$ cat src/rtl/proc_pkg.sv
// Shared processor definitions: data width, instruction constants, opcode map
// and the fetch controller state encoding.
package proc_pkg;

    localparam int XLEN        = 32;
    localparam int INSTR_BYTES = 4;

    // ADDI x0,x0,0
    localparam logic [31:0] NOP_INSTR = 32'h0000_0013;

    localparam logic [6:0] OP_IMM    = 7'b0010011;
    localparam logic [6:0] OP_LOAD   = 7'b0000011;
    localparam logic [6:0] OP_STORE  = 7'b0100011;
    localparam logic [6:0] OP_BRANCH = 7'b1100011;
    localparam logic [6:0] OP_JAL    = 7'b1101111;

    typedef enum logic [1:0] {
        S_BOOT  = 2'd0,
        S_RUN   = 2'd1,
        S_DRAIN = 2'd2
    } fetch_state_t;

endpackage

$ cat src/rtl/instr_fetch_unit_fetch_buffer.sv
// In-order instruction buffer holding {pc, instr} pairs. Entry 0 is always the
// head, so the head is a plain register and holds its last value once drained.
module fetch_buffer #(
    parameter int XLEN  = 32,
    parameter int DEPTH = 2,
    parameter int CNT_W = $clog2(DEPTH + 1)
) (
    input  logic             clk,
    input  logic             reset,
    input  logic             push,
    input  logic [XLEN-1:0]  push_pc,
    input  logic [XLEN-1:0]  push_instr,
    input  logic             pop,
    input  logic             flush,
    output logic [XLEN-1:0]  head_pc,
    output logic [XLEN-1:0]  head_instr,
    output logic [CNT_W-1:0] count,
    output logic             full,
    output logic             empty
);

    localparam int ENTRY_W = 2 * XLEN;

    logic [CNT_W-1:0]   count_reg;
    logic [ENTRY_W-1:0] entry_q [DEPTH];
    logic               do_push;
    logic               do_pop;
    logic [CNT_W-1:0]   wr_idx;

    assign full    = (count_reg == CNT_W'(DEPTH));
    assign empty   = (count_reg == '0);
    // flush wins over both; a push into a full buffer only lands if a pop frees a slot
    assign do_pop  = pop & ~empty & ~flush;
    assign do_push = push & ~flush & (~full | do_pop);
    // new entry goes just behind the last surviving entry
    assign wr_idx  = count_reg - CNT_W'(do_pop);

    assign head_pc    = entry_q[0][ENTRY_W-1:XLEN];
    assign head_instr = entry_q[0][XLEN-1:0];
    assign count      = count_reg;

    // Occupancy counter; flush empties the buffer but leaves entry contents alone
    always_ff @(posedge clk or negedge reset) begin
        if (!reset) begin
            count_reg <= '0;
        end else if (flush) begin
            count_reg <= '0;
        end else begin
            count_reg <= count_reg + CNT_W'(do_push) - CNT_W'(do_pop);
        end
    end

    genvar gi;
    generate
        for (gi = 0; gi < DEPTH; gi++) begin : g_entry
            logic [ENTRY_W-1:0] entry_reg;
            logic [ENTRY_W-1:0] shift_src;
            logic               shift_en;

            if (gi < DEPTH - 1) begin : g_shift
                // only shift live entries so a drained head keeps its last value
                assign shift_src = entry_q[gi+1];
                assign shift_en  = do_pop & (CNT_W'(gi + 1) < count_reg);
            end else begin : g_last
                assign shift_src = entry_reg;
                assign shift_en  = 1'b0;
            end

            assign entry_q[gi] = entry_reg;

            // Per-slot storage: take the pushed word or shift toward the head on pop
            always_ff @(posedge clk or negedge reset) begin
                if (!reset) begin
                    entry_reg <= '0;
                end else if (do_push && (wr_idx == CNT_W'(gi))) begin
                    entry_reg <= {push_pc, push_instr};
                end else if (shift_en) begin
                    entry_reg <= shift_src;
                end
            end
        end
    endgenerate

endmodule

$ cat src/rtl/instr_fetch_unit.sv
// Instruction fetch unit: issues word fetches under a credit limit, tags
// in-order responses with their PC, buffers them and presents the head to
// decode. Redirects flush the buffer and drop responses still in flight.
module instr_fetch_unit #(
    parameter int              XLEN      = proc_pkg::XLEN,
    parameter logic [XLEN-1:0] RESET_PC  = '0,
    parameter int              BUF_DEPTH = 2
) (
    input  logic            clk,
    input  logic            reset,
    output logic            imem_req_valid,
    input  logic            imem_req_ready,
    output logic [XLEN-1:0] imem_req_addr,
    input  logic            imem_rsp_valid,
    input  logic [XLEN-1:0] imem_rsp_data,
    input  logic            redirect_valid,
    input  logic [XLEN-1:0] redirect_pc,
    output logic            ir_valid,
    input  logic            ir_ready,
    output logic [XLEN-1:0] ir,
    output logic [XLEN-1:0] ir_pc
);

    import proc_pkg::*;

    localparam int              CNT_W   = $clog2(BUF_DEPTH + 1);
    localparam logic [CNT_W:0]  DEPTH_C = (CNT_W + 1)'(BUF_DEPTH);
    localparam logic [XLEN-1:0] STEP    = XLEN'(INSTR_BYTES);

    fetch_state_t     state_reg;
    logic [XLEN-1:0]  req_addr_reg;
    logic [XLEN-1:0]  resp_pc_reg;
    logic [CNT_W-1:0] outstanding_reg;
    logic [CNT_W-1:0] drop_cnt_reg;

    logic [CNT_W-1:0] buf_count;
    logic             buf_full;
    logic             buf_empty;
    logic             credit_ok;
    logic             req_fire;
    logic             rsp_drop;
    logic             buf_push;
    logic             buf_pop;
    logic [XLEN-1:0]  redirect_target;
    logic [CNT_W-1:0] redirect_drop;
    logic             redirect_lsb_unused;

    // in-flight requests plus buffered words may never exceed the buffer size,
    // which is what guarantees room for every response
    assign credit_ok      = ({1'b0, outstanding_reg} + {1'b0, buf_count}) < DEPTH_C;
    assign imem_req_valid = (state_reg != S_BOOT) & ~redirect_valid & credit_ok;
    assign imem_req_addr  = req_addr_reg;
    assign req_fire       = imem_req_valid & imem_req_ready;

    assign rsp_drop = imem_rsp_valid & (drop_cnt_reg != '0);
    assign buf_push = imem_rsp_valid & (drop_cnt_reg == '0) & ~redirect_valid;
    assign buf_pop  = ir_valid & ir_ready & ~redirect_valid;

    // target is forced word aligned; a response landing in the redirect cycle
    // is already stale and is not counted as still to drop
    assign redirect_target     = {redirect_pc[XLEN-1:2], 2'b00};
    assign redirect_lsb_unused = ^redirect_pc[1:0];
    assign redirect_drop       = outstanding_reg - CNT_W'(imem_rsp_valid);

    assign ir_valid = ~buf_empty;

    fetch_buffer #(
        .XLEN  (XLEN),
        .DEPTH (BUF_DEPTH),
        .CNT_W (CNT_W)
    ) u_buf (
        .clk        (clk),
        .reset      (reset),
        .push       (buf_push),
        .push_pc    (resp_pc_reg),
        .push_instr (imem_rsp_data),
        .pop        (buf_pop),
        .flush      (redirect_valid),
        .head_pc    (ir_pc),
        .head_instr (ir),
        .count      (buf_count),
        .full       (buf_full),
        .empty      (buf_empty)
    );

    // Fetch FSM with request/response address tracking and in-flight accounting
    always_ff @(posedge clk or negedge reset) begin
        if (!reset) begin
            state_reg       <= S_BOOT;
            req_addr_reg    <= RESET_PC;
            resp_pc_reg     <= RESET_PC;
            outstanding_reg <= '0;
            drop_cnt_reg    <= '0;
        end else begin
            outstanding_reg <= outstanding_reg + CNT_W'(req_fire) - CNT_W'(imem_rsp_valid);
            if (redirect_valid) begin
                req_addr_reg <= redirect_target;
                resp_pc_reg  <= redirect_target;
                drop_cnt_reg <= redirect_drop;
                state_reg    <= (redirect_drop != '0) ? S_DRAIN : S_RUN;
            end else begin
                if (req_fire) begin
                    req_addr_reg <= req_addr_reg + STEP;
                end
                if (buf_push) begin
                    resp_pc_reg <= resp_pc_reg + STEP;
                end
                if (rsp_drop) begin
                    drop_cnt_reg <= drop_cnt_reg - 1'b1;
                end
                case (state_reg)
                    S_BOOT:  state_reg <= S_RUN;
                    S_RUN:   state_reg <= S_RUN;
                    S_DRAIN: begin
                        if ((drop_cnt_reg == '0) ||
                            (rsp_drop && (drop_cnt_reg == CNT_W'(1)))) begin
                            state_reg <= S_RUN;
                        end
                    end
                    default: state_reg <= S_BOOT;
                endcase
            end
        end
    end

    // Invariants: responses only for issued requests, drops never exceed
    // in-flight requests, and credits keep the buffer from overflowing
    always @(posedge clk) begin
        if (reset) begin
            assert (!(imem_rsp_valid && (outstanding_reg == '0)));
            assert (drop_cnt_reg <= outstanding_reg);
            assert (!(buf_push && buf_full));
        end
    end

endmodule
$ cat config.mk
export PLATFORM = sky130hd
export DESIGN_NAME = instr_fetch_unit
export DESIGN_NICKNAME = d
export VERILOG_FILES = /design/src/rtl/proc_pkg.sv /design/src/rtl/instr_fetch_unit_fetch_buffer.sv /design/src/rtl/instr_fetch_unit.sv
export SDC_FILE = /design/constraint.sdc
export NUM_CORES = 1
export LEC_CHECK = 0
export CAP_MARGIN = 0
export CELL_PAD_IN_SITES_DETAIL_PLACEMENT = 1
export CELL_PAD_IN_SITES_GLOBAL_PLACEMENT = 1
export CORE_ASPECT_RATIO = 0.6
export CORE_MARGIN = 2
export CORE_UTILIZATION = 41
export CTS_CLUSTER_SIZE = 14
export DETAILED_ROUTE_END_ITERATION = 8
export PLACE_DENSITY = 0.81
export SYNTH_ARGS = -nofsm -noshare
export SYNTH_HDL_FRONTEND = slang
export SYNTH_SLANG_ARGS = --single-unit
$ cat constraint.sdc
create_clock -name clk -period 3.4 [get_ports clk]
set_input_delay 0.85 -clock clk [delete_from_list [all_inputs] [get_ports clk]]
set_output_delay 0.85 -clock clk [all_outputs]
set_load 0.005 [all_outputs]
==> metrics.yaml, run 1 <==
clockBufferDepth: 2
grt_max_degree: 68
synthCells: 835
min_period_over_period_pct: 97.31
pwr-share-comb_pct: 27.8
synth-xor-area-share_pct: 3.965
vias: 7010
power_density_nw_per_um2: 676.9
tns_ns: 0
endpoint_kind: "output port"
power_frac_seq_pct: 43.7
syn_avg_cell_area_sq_um: 10.58
cp_max_fo: 8
cts_root_buf: "clkbuf_16"
path_cells: "and2_1 -> fa_1 -> or2_1 -> nor2_1 -> clkdlybuf4s50_1"
final_common_cell: "dfrtp_1"
worst_slew_pin_slew_ns: 0.9583
slew-limit-headroom_pct: 35.88
yosys_warnings: 0
rsz0062_at_grt: "no"
clockPowerShare_pct: 28.5
layout-drive-gt1-share_pct: 14.11
area_delta_synth_final_pct: 29.64
synth_compound_area_share_pct: 11.38
clkTransAtPathRegs_ns: 0.07
synth_top_family_by_area: "simple AND/OR/NAND/NOR gates"
port-buffer-count: 161
final_cell_count_no_fill: 1278
wl_per_cell_um: 19.28
setup_ws_ns: 0.09141
post_dp_cell_area_sq_um: 10810
core_sq_um: 21080
routed_wl_um: 24640
p_int_mw: 5.481
global_route.usage.total_pct: 22.44
gr-total-overflow: 0
cp-start-kind: "register"
finalSetupViolCount: 0
cp_num_buf_inv: 1
dp_hpwl_um: 17170
start_util_pct: 41.91
die_y_um: 117.7
cts_buffers: 17
cts_resized: 0
cts_hold_buf: 0
die_w_um: 193.5
reg2reg_depth: 8
hold_violations: 0
synthMuxAreaShare_pct: 9.261
diodes: 0
drc: 0
min_period_ns: 3.309
nNetsFinal: 1065
p_sw_mw: 2.272
path_delay_family: "simple AND/OR/NAND/NOR gates"
synthAdderAreaFrac_pct: 1.359
swShare_pct: 29.30
netlist_area_sq_um: 8836
ctsHtreeMaxLevel: 4
firstDrtPassIters: 6
row_count: 41
synth-edff-count: 0
ys_types: 55
io_pins: 168
layout_common_cells: "192 x dfrtp_1, 177 x nand2_1, 159 x clkdlybuf4s50_1, 70 x mux2_2, 63 x a22oi_1"
ys_ff_latch: 192
ant_nets: 0
drv_slew: 0
fmax_mhz: 302.2
arrival_ns: 2.46
worstSetupPathType: "reg -> out"
initialDrtViolationCount: 383
hp-class: "in -> async"
cts_tree: "yes"
clk-insertion-delay-late_ns: 0.44
crit_required_ns: 2.55
grt_pass1_vias: 7341
synth_ff_type: "dfrtp_1"
viasPerCell: 5.485
cts_num_sinks: 192
slowest_stage: "dfrtp_1"
seq_area_frac_synth_pct: 54.38
place_ws_ns: 0.2539
placed_cells: 1246
gp_congestion: 0.8554
p_leak_nw: 5.100
async_flop_share_pct: 100.0
ir_worst_vdd_uv: 380.0
yosys.area_share.simple_pct: 16.40
die_area_sq_um: 22780
worstSetupPathDepth: 5
cpPeakStageDelay_ns: 0.51
grt_pass1_wl_um: 40540
post_cts_buffers: 0
fin_skew_ns: 0.01108
antenna_found_initial: 0
fin_area_sq_um: 11450
status: "finished, final reports clean"
cap_violations: 0
[per-stage QoR]
step,util [%],power (mW),hold slack (ns)
2_1_floorplan,-,4.250,0.4391
3_3_place_gp,51.25,5.488,0.4575
3_5_place_dp,51.25,5.595,0.4641
4_1_cts,54.33,7.854,0.4138
5_1_grt,54.33,8.208,0.4116
6_report,54.33,7.753,0.3864
[worst paths after layout]
| kind | start | endpoint | slack (ns) |
|---|---|---|---|
| worst min register to register | u_buf.g_entry[0].entry_reg[3]$_DFFE_PN0P_ | u_buf.g_entry[0].entry_reg[3]$_DFFE_PN0P_ | 0.47 |
| min in group clk | u_buf.g_entry[0].entry_reg[3]$_DFFE_PN0P_ | u_buf.g_entry[0].entry_reg[3]$_DFFE_PN0P_ | 0.47 |
| max in group asynchronous | reset | u_buf.g_entry[0].entry_reg[40]$_DFFE_PN0P_ | 2.24 |
| worst min-delay path | reset | u_buf.g_entry[0].entry_reg[62]$_DFFE_PN0P_ | 0.39 |
| worst max register to register | u_buf.count[0]$_DFF_PN0_ | imem_req_addr[18]$_DFFE_PN0P_ | 0.47 |
| worst max-delay path | u_buf.count[0]$_DFF_PN0_ | imem_req_valid | 0.09 |
[cells by family after synthesis]
logic type / Yosys count
AND/OR/NAND/NOR: 306
flip-flops: 192
AO/OA/AOI/OAI: 146
multiplexers: 73
buffers and inverters: 68
XOR/XNOR: 40
adder cells (fa/ha/maj): 9
other: 1
[cells in the mapped netlist, types with 8 or more instances]
library cell,number,area (sq um)
dfrtp_1,192,4805
nand2_1,177,664.4
mux2_2,70,788.3
a22oi_1,63,473.0
clkbuf_1,35,131.4
o21ai_0,35,175.2
nor2_1,29,108.9
xnor2_1,25,219.0
nand3_1,23,115.1
inv_1,16,60.06
nand4_1,16,100.1
xor2_1,15,131.4
o211ai_1,11,82.58
nor4_1,10,62.56
a21oi_1,9,45.04
nor3_1,9,45.04
and3_1,8,50.05
ha_1,8,100.1
[layout make-up]
| class | count | area (sq um) |
|---|---|---|
| Clock buffer | 23 | 498.0 |
| Clock inverter | 9 | 151.4 |
| Fill cell | 2268 | 9629 |
| Inverter | 17 | 63.81 |
| Multi-Input combinational cell | 578 | 3772 |
| Sequential cell | 192 | 4805 |
| Tap cell | 279 | 349.1 |
| Timing Repair Buffer | 180 | 1815 |
[per-layer routing]
layer,up-vias,wire length (um),GRT usage [%],share of wire (%)
met5,-,0,0,0
met4,0,189,4.962,0.77
met3,15,1142,4.728,4.6
met2,156,11340,35.13,46
met1,3602,11960,32.14,49
li1,3237,-,-,-
[power by group through the flow]
stage	Sequential, mW	Combinational (mW)	Clock (mW)
6_report	3.39	2.16	2.21
5_1_grt	3.48	2.38	2.35
4_1_cts	3.39	2.20	2.26
3_5_place_dp	3.42	2.17	0
3_3_place_gp	3.38	2.10	0
2_1_floorplan	3.35	0.897	0
Note: power is estimated with default switching activity, not from simulation.
==> run 2, diff against run 1 <==
--- a/config.mk
+++ b/config.mk
@@ -13,7 +13,7 @@
 export CORE_UTILIZATION = 41
 export CTS_CLUSTER_SIZE = 14
 export DETAILED_ROUTE_END_ITERATION = 8
-export PLACE_DENSITY = 0.81
+export PLACE_DENSITY = 0.82
 export SYNTH_ARGS = -nofsm -noshare
 export SYNTH_HDL_FRONTEND = slang
 export SYNTH_SLANG_ARGS = --single-unit
==> metrics.yaml, run 2 (synthesized netlist as in run 1, its figures left out) <==
status: "finished, final reports clean"
cts_tree: "yes"
fmax_mhz: 305.3
wl_per_cell_um: 19.99
clockBufferDepth: 2
firstDrtPassIters: 4
power_mw: 7.645
die_w_um: 193.5
ir_worst_vdd_uv: 435.2
vias: 7131
post_dp_cell_area_sq_um: 10840
drc: 0
cts_hold_buf: 0
die_y_um: 117.7
gp_congestion: 0.8692
grt_pass1_vias: 7422
diodes: 0
gr-total-overflow: 0
pwr-share-comb_pct: 28.5
core_sq_um: 21080
final_common_cell: "dfrtp_1"
swShare_pct: 30.49
hold_violations: 0
area_delta_synth_final_pct: 29.35
dp_hpwl_um: 17890
cts_num_sinks: 192
viasPerCell: 5.562
layout-drive-gt1-share_pct: 14.56
power_density_nw_per_um2: 668.9
p_leak_nw: 5.083
worstSetupPathType: "reg -> out"
arrival_ns: 2.43
io_pins: 168
start_util_pct: 41.91
ctsHtreeMaxLevel: 4
clockPowerShare_pct: 27.0
fin_skew_ns: 0.01339
endpoint_kind: "output port"
tns_ns: 0
fin_area_sq_um: 11430
power_frac_seq_pct: 44.5
min_period_over_period_pct: 96.33
cts_root_buf: "clkbuf_16"
die_area_sq_um: 22780
routed_wl_um: 25630
drv_slew: 0
finalSetupViolCount: 0
fill_cells: 2281
hp-class: "in -> async"
min_period_ns: 3.275
slew-limit-headroom_pct: 39.25
cp_max_fo: 8
global_route.usage.total_pct: 23.22
clk-insertion-delay-late_ns: 0.43
path_cells: "and2_1 -> fa_1 -> or2_1 -> nor2_1 -> clkdlybuf4s50_1"
p_sw_mw: 2.331
post_cts_buffers: 0
cpPeakStageDelay_ns: 0.51
p_int_mw: 5.314
slowest_stage: "clkdlybuf4s50_1"
clkTransAtPathRegs_ns: 0.07
initialDrtViolationCount: 406
nNetsFinal: 1069
crit_required_ns: 2.55
worst_slew_pin_slew_ns: 0.9078
antenna_found_initial: 0
rsz0062_at_grt: "no"
cp-start-kind: "register"
ant_nets: 0
port-buffer-count: 161
cts_buffers: 17
cap_violations: 0
row_count: 41
grt_pass1_wl_um: 41790
layout_common_cells: "191 x dfrtp_1, 177 x nand2_1, 159 x clkdlybuf4s50_1, 70 x mux2_2, 63 x a22oi_1"
grt_max_degree: 63
run 2: cell count changes in the layout (fill, tap and decap cells not counted):
cell,change
buf_4,+4
bufinv_16,-1
clkbuf_8,-5
clkinv_2,+2
clkinv_4,+1
clkinvlp_4,+2
dfrtp_1,-1
dfrtp_2,+1
inv_6,+1
run 2: power groups by stage:
stage	logic, mW	registers, mW	clock network [mW]
3_3_place_gp	2.10	3.39	0
6_report	2.18	3.40	2.06
2_1_floorplan	0.897	3.35	0
3_5_place_dp	2.19	3.44	0
5_1_grt	2.40	3.50	2.19
4_1_cts	2.22	3.41	2.12
run 2: final cells by class:
cell class	count	area (sq um)	area share (%)
clock inverters	14	163.9	1.434
inverters	17	63.81	0.5583
repair buffers	184	1846	16.15
flip-flops and latches	192	4806	42.05
well taps	279	349.1	3.054
multi-input cells	578	3772	33.00
clock buffers	18	429.2	3.755
run 2: what timing repair did:
item | CTS | global route
endpoints found under the setup margin | 0 | 1
hold endpoints to repair | 0 | 0
resized for setup | 0 | 1
run 2: worst max-delay path, delay by kind of cell, from the launching register on:
kind	cells	cell delay (ns)
flip-flops	1	0.47
buffers and inverters	1	0.51
adder cells (fa/ha/maj)	1	0.42
AND/OR/NAND/NOR	3	0.60
run 2: metal layers:
| metal | GRT usage, % | part of all wire [%] | wire (um) | vias to the layer above |
|---|---|---|---|---|
| li1 | - | - | - | 3245 |
| met1 | 33.41 | 48 | 12240 | 3684 |
| met2 | 35.96 | 46 | 11900 | 177 |
| met3 | 4.928 | 4.7 | 1212 | 25 |
| met4 | 5.439 | 1.1 | 287 | 0 |
| met5 | 0 | 0 | 0 | - |
run 2: final timing paths:
check                                                            from                                          to  slack [ns]  cells after the start
hold reg to reg            u_buf.g_entry[0].entry_reg[12]$_DFFE_PN0P_  u_buf.g_entry[0].entry_reg[12]$_DFFE_PN0P_        0.48                      2
hold / removal                                                  reset  u_buf.g_entry[0].shift_src[60]$_DFFE_PN0P_        0.39                      1
min in group clk           u_buf.g_entry[0].entry_reg[12]$_DFFE_PN0P_  u_buf.g_entry[0].entry_reg[12]$_DFFE_PN0P_        0.48                      2
max in group asynchronous                                       reset  u_buf.g_entry[0].entry_reg[39]$_DFFE_PN0P_        2.24                      2
setup / recovery                             u_buf.count[0]$_DFF_PN0_                              imem_req_valid        0.12                      5
setup reg to reg                             u_buf.count[0]$_DFF_PN0_               imem_req_addr[18]$_DFFE_PN0P_        0.64                      8
run 2: metrics by stage:
stage               cells  worst slack [ns]  hold WS [ns]  utilization, %
floorplan             838            0.5281        0.4391               -
global placement     1250            0.3052        0.4572           51.39
detailed placement   1250            0.2199        0.4621           51.39
CTS                  1282           0.02797        0.4012           54.20
global route         1282          0.003900        0.4083           54.21
finish               1282            0.1249        0.3931           54.21
==> run 3, diff against run 2 <==
--- a/config.mk
+++ b/config.mk
@@ -11,9 +11,9 @@
 export CORE_ASPECT_RATIO = 0.6
 export CORE_MARGIN = 2
 export CORE_UTILIZATION = 41
-export CTS_CLUSTER_SIZE = 14
 export DETAILED_ROUTE_END_ITERATION = 8
 export PLACE_DENSITY = 0.82
+export SLEW_MARGIN = 15
 export SYNTH_ARGS = -nofsm -noshare
 export SYNTH_HDL_FRONTEND = slang
 export SYNTH_SLANG_ARGS = --single-unit
==> results of run 3 <==
The final DEF is identical to that of run 2; final timing and power are the same.
